`config.mk`:
```
export PLATFORM = sky130hd
export DESIGN_NAME = usb_tx_data_buffer
export DESIGN_NICKNAME = d
export VERILOG_FILES = /design/src/rtl/usb_buf_pkg.sv /design/src/rtl/usb_buf_ptr.sv /design/src/rtl/usb_tx_data_buffer.sv
export SDC_FILE = /design/constraint.sdc
export NUM_CORES = 1
export LEC_CHECK = 0
export ABC_AREA = 1
export BUFFER_PORTS_ARGS = -buffer_cell sky130_fd_sc_hd__buf_2
export CELL_PAD_IN_SITES_DETAIL_PLACEMENT = 1
export CELL_PAD_IN_SITES_GLOBAL_PLACEMENT = 1
export CORE_ASPECT_RATIO = 0.5
export CORE_UTILIZATION = 47
export DETAILED_ROUTE_END_ITERATION = 8
export GPL_TIMING_DRIVEN = 0
export PLACE_DENSITY = 0.76
export SLEW_MARGIN = 20
export SYNTH_ARGS = -nofsm -noshare
export SYNTH_HDL_FRONTEND = slang
export SYNTH_SLANG_ARGS = --single-unit
```
`constraint.sdc`:
```
create_clock -name clk -period 2.1 [get_ports clk]
set_clock_uncertainty 0.05 [all_clocks]
set_input_delay 0.42 -clock clk [delete_from_list [all_inputs] [get_ports clk]]
set_output_delay 0.42 -clock clk [all_outputs]
set_load 0.01 [all_outputs]
```
`src/rtl/usb_buf_pkg.sv`:
```
// ============================================================================
// Module      : usb_buf_pkg
// Description : Shared constants and types for the USB transmit data path.
// Revision    : 1.0 - initial release
// ============================================================================
`default_nettype none

package usb_buf_pkg;

    localparam int TX_BUF_DEPTH = 64;
    localparam int TX_BUF_PTR_W = 6;
    localparam int TX_BUF_OCC_W = 7;

    typedef logic [7:0] usb_byte_t;

    // Packet kind requested of the transmitter; shared with tx and the AHB slave.
    typedef enum logic [2:0] {
        TX_PKT_IDLE  = 3'd0,
        TX_PKT_DATA  = 3'd1,
        TX_PKT_ACK   = 3'd2,
        TX_PKT_NAK   = 3'd3,
        TX_PKT_STALL = 3'd4
    } tx_packet_t;

endpackage

`default_nettype wire

```
`src/rtl/usb_buf_ptr.sv`:
```
// ============================================================================
// Module      : usb_buf_ptr
// Description : Wrapping FIFO pointer register with enable and sync clear.
// Revision    : 1.0 - initial release
// ============================================================================
`default_nettype none

module usb_buf_ptr
    import usb_buf_pkg::*;
#(
    parameter int W = TX_BUF_PTR_W
) (
    input  logic         clk,
    input  logic         n_rst,
    input  logic         en_i,
    input  logic         clr_i,
    output logic [W-1:0] ptr_o
);

    logic [W-1:0] ptr_q;
    logic [W-1:0] ptr_d;

    // Power-of-two depth: natural binary overflow provides the wrap.
    always_comb begin
        ptr_d = ptr_q;
        if (clr_i) begin
            ptr_d = '0;
        end else if (en_i) begin
            ptr_d = ptr_q + W'(1);
        end
    end

    always_ff @(posedge clk or negedge n_rst) begin
        if (!n_rst) begin
            ptr_q <= '0;
        end else begin
            ptr_q <= ptr_d;
        end
    end

    assign ptr_o = ptr_q;

endmodule

`default_nettype wire

```
`src/rtl/usb_tx_data_buffer.sv`:
```
// ============================================================================
// Module      : usb_tx_data_buffer
// Description : 64-byte first-word-fall-through FIFO feeding the USB tx.
//               TX_BUF_STICKY_ERR_EN makes the error flags sticky until clear.
// Revision    : 1.0 - initial release
// ============================================================================
`default_nettype none

module usb_tx_data_buffer
    import usb_buf_pkg::*;
#(
    parameter int DEPTH  = TX_BUF_DEPTH,
    parameter int DATA_W = 8,
    parameter int OCC_W  = TX_BUF_OCC_W
) (
    input  logic              clk,
    input  logic              n_rst,
    input  logic              store_tx_data,
    input  logic [DATA_W-1:0] tx_data,
    input  logic              get_tx_packet_data,
    input  logic              clear,
    output logic [DATA_W-1:0] tx_packet_data,
    output logic [OCC_W-1:0]  buffer_occupancy,
    output logic              buffer_full,
    output logic              overflow_err,
    output logic              underflow_err
);

    localparam int               c_PTR_W = $clog2(DEPTH);
    localparam logic [OCC_W-1:0] c_DEPTH = OCC_W'(DEPTH);

    logic [DATA_W-1:0]  mem_q [DEPTH];
    logic [c_PTR_W-1:0] w_wr_ptr;
    logic [c_PTR_W-1:0] w_rd_ptr;
    logic [OCC_W-1:0]   occ_q, occ_d;
    logic               ovf_q, ovf_d;
    logic               udf_q, udf_d;
    logic               w_empty;
    logic               w_pop_acc;
    logic               w_push_acc;

    assign w_empty    = (occ_q == '0);
    assign w_pop_acc  = !clear && get_tx_packet_data && !w_empty;
    // A full buffer still takes a push when the same edge frees a slot.
    assign w_push_acc = !clear && store_tx_data && ((occ_q < c_DEPTH) || w_pop_acc);

    usb_buf_ptr #(.W(c_PTR_W)) u_wr_ptr (
        .clk   (clk),
        .n_rst (n_rst),
        .en_i  (w_push_acc),
        .clr_i (clear),
        .ptr_o (w_wr_ptr)
    );

    usb_buf_ptr #(.W(c_PTR_W)) u_rd_ptr (
        .clk   (clk),
        .n_rst (n_rst),
        .en_i  (w_pop_acc),
        .clr_i (clear),
        .ptr_o (w_rd_ptr)
    );

    always_ff @(posedge clk) begin
        if (w_push_acc) begin
            mem_q[w_wr_ptr] <= tx_data;
        end
    end

    always_comb begin
        occ_d = occ_q;
        ovf_d = 1'b0;
        udf_d = 1'b0;
        if (clear) begin
            occ_d = '0;
        end else begin
            case ({w_push_acc, w_pop_acc})
                2'b10:   occ_d = occ_q + OCC_W'(1);
                2'b01:   occ_d = occ_q - OCC_W'(1);
                default: occ_d = occ_q;
            endcase
`ifdef TX_BUF_STICKY_ERR_EN
            ovf_d = ovf_q | (store_tx_data && !w_push_acc);
            udf_d = udf_q | (get_tx_packet_data && w_empty);
`else
            ovf_d = store_tx_data && !w_push_acc;
            udf_d = get_tx_packet_data && w_empty;
`endif
        end
    end

    always_ff @(posedge clk or negedge n_rst) begin
        if (!n_rst) begin
            occ_q <= '0;
            ovf_q <= 1'b0;
            udf_q <= 1'b0;
        end else begin
            occ_q <= occ_d;
            ovf_q <= ovf_d;
            udf_q <= udf_d;
        end
    end

    assign tx_packet_data   = w_empty ? '0 : mem_q[w_rd_ptr];
    assign buffer_occupancy = occ_q;
    assign buffer_full      = (occ_q == c_DEPTH);
    assign overflow_err     = ovf_q;
    assign underflow_err    = udf_q;

endmodule

`default_nettype wire

```
==> flow_summary.ini <==
[outcome]
status = complete, but fails checks
violations = setup timing

[floorplanning]
die_h_um = 154
core_area_um2 = 45400
pin_count = 31
initial_core_util_pct = 47.9
rows = 55
die_x_um = 306
dieArea_um2 = 47200

[power_and_ir_drop]
p_leak_nw = 9.39
ir_drop_mv = 0.693
power.density_nw_per_um2 = 1200

[critical_path]
criticalPathCategory = flip-flop to primary output
worst_ep_arrival_time_ns = 2.83
cp_slowest_stage_delay_ns = 0.41
worst-path-max-fanout = 10
slowest_stage = dfrtp_2
cp_data_required_time_ns = 1.63
end_kind = primary output
crit_chain = buf_12, clkinv_16, buf_12, buf_8, o21ai_0, o22ai_1, nand2_1, nand3_1, nand3_2, nand2_1, a21oi_2, nor2_4, buf_6
crit_path_start_kind = flip-flop

[global_routing]
grt_use_total_pct = 33.3
grt_pass1_vias = 16264
antenna_found_initial = 1
grt_pass1_wl_mm = 113
grt_overflow = 0
grt_max_degree = 65

[detailed_routing]
drc = 0
dr.pass1.iters = 6
wire_per_inst_um = 32.7
wl_mm = 83.2
viasPerCell = 6.53
vias = 16614
detail-route-antenna-nets = 0
drt-initial-drc-count = 2217

[layout]
fin_nets = 1927
fill_cells = 4310
layout-drive-gt1-share_pct = 29.9
area_growth_pct = 27.8
insertedDiodeCount = 0
post_layout_nonfiller_instances = 2543
finish.utilization_pct = 61.2

[logic_synthesis]
synth_top_area_share_pct = 70.6
postSynthCellCount = 1747
synth.avg_cell_area_um2 = 12.5
syn_nets = 1764
synth-seq-cells = 533
post_synth_num_cell_types = 39
yosysSeqAreaShare_pct = 73.1
yosysTopAreaCell = edfxtp_1
netlist_area_um2 = 21800
ys_warn_count = 0
yosys-top-cells-area = edfxtp_1 (71%), nor2_1 (5.3%), o21ai_0 (4.1%)

[placed_design]
dp.cells = 2376
place_congestion = 1.05
io_buffers = 30
place_ws_ns = -1.41
hpwl_mm = 47.7

[timing]
period_share_pct = 157
worst_slack_ns = -1.20
finalMaxSlewViolations = 0
finalSetupViolCount = 33
fmax_ghz = 0.303
tightest_slew_ns = 0.954
fin_worst_hold_slack_ns = 0.0849
slew_headroom_pct = 36.4
min_period_ns = 3.30
grt_setup_unrepaired = true
final.setup.tns_ns = -9.88
hold_viol_final = 0

[clock_tree]
cts_root_buf = clkbuf_16
htreeDepth = 2
clk_pin_slew_ns = 0.07
cts_buffer_depth = 3
cts_buffers = 48
cts_tree = built
cts.sinks = 533
insertion_delay_ns = 0.60

[hold_path]
min_path_type = input pin to flip-flop

[run]
cap_viol_max_count = 0
[final cells by class]
type	count	area [um^2]	area share, %
buffer	107	1260	4.52
clock buffer	56	1270	4.57
clock inverter	29	320	1.15
inverter	37	186	0.670
multi-input combinational	1066	6710	24.1
sequential	533	15900	57.2
tap	598	748	2.69
timing repair buffer	117	1410	5.08
[through the flow]
| step | power, mW | instance area [um^2] |
|---|---|---|
| floorplan | 16.7 | 21800 |
| global placement | 19.8 | 22700 |
| detailed placement | 20.0 | 22700 |
| CTS | 31.2 | 26500 |
| global route | 34.2 | 27800 |
| finish | 33.5 | 27800 |
[flip-flops by register name (all words and copies together), names as in the netlist]
| name | flops |
|---|---|
| u_wr_ptr.ptr_o | 6 |
| overflow_err | 1 |
| mem_q | 512 |
| u_rd_ptr.ptr_o | 6 |
| buffer_occupancy | 7 |
| underflow_err | 1 |
[final timing paths]
kind / from / endpoint / slack, ns / cells past startpoint
worst max-delay path: u_rd_ptr.ptr_o[0] / tx_packet_data[0] / -1.20 / 13
worst min-delay path: get_tx_packet_data / underflow_err / 0.08 / 3
worst max register to register: buffer_occupancy[4] / buffer_occupancy[6] / -0.08 / 14
worst min register to register: buffer_occupancy[5] / buffer_occupancy[5] / 0.54 / 2
max in group asynchronous: n_rst / u_rd_ptr.ptr_o[0] / 1.16 / 2
min in group asynchronous: n_rst / underflow_err / 0.35 / 2
[cell usage after synthesis (all sizes together)]
master and n:
ha 4, clkbuf 39, o2bb2ai 1, nand2 204
clkinv 1, o22ai 116, buf 72, nor3 5
xor2 2, nor2 314, o221ai 24, edfxtp 512
nand4 9, xnor2 3, nor4 2, o41ai 1
o21bai 1, inv 36, a31oi 1, o21ai 238
a21oi 42, dfrtp 21, nand3 99
[worst max-delay path, delay by kind of cell, from the launching register on]
family	cells	cell delay, ns
AO/OA/AOI/OAI	3	0.58
flip-flops	1	0.41
buffers and inverters	5	0.71
AND/OR/NAND/NOR	5	0.53
[cell usage in the layout, fill, tap and decap left out, drive strengths merged, types with 7 or more instances in the layout]
master    n
clkbuf   93
o21ai   238
dfrtp    21
bufinv    7
nor2    314
edfxtp  512
clkinv   20
nand4     9
o221ai   24
a21oi    42
o22ai   116
nand2   204
nand3    99
inv      33
buf     186
[power by group]
| group | internal, mW | switching (mW) |
|---|---|---|
| Sequential | 11.8 | 0.155 |
| Clock | 5.19 | 4.12 |
| Combinational | 4.65 | 7.57 |
[per-layer routing]
metal	routed length, um	track usage (%)	up-vias
met3	9630	7.72	261
met4	3740	11.4	0
met1	31800	46.3	8468
met2	38000	51.9	1104
li1	-	-	6781
met5	0	0	-
[what timing repair did]
item / in CTS / in global routing
gates resized for setup: 433 / 227
setup buffers: 36 / 37
endpoints found under the setup margin: 516 / 365
pin swaps: 48 / 91
gates cloned: 7 / 6
hold buffers: 1 / 0
hold endpoints to repair: 21 / 0
[cell families (layout without fill, tap and decap cells)]
kind of cell / after synthesis / in the layout / share of synthesized area [%]
AO/OA/AOI/OAI: 424 / 424 / 10.9
XOR/XNOR: 5 / 5 / 0.201
adder cells (fa/ha/maj): 4 / 4 / 0.230
buffers and inverters: 148 / 346 / 3.49
flip-flops: 533 / 533 / 73.1
AND/OR/NAND/NOR: 633 / 633 / 12.1
(Power assumes the default switching activity.)
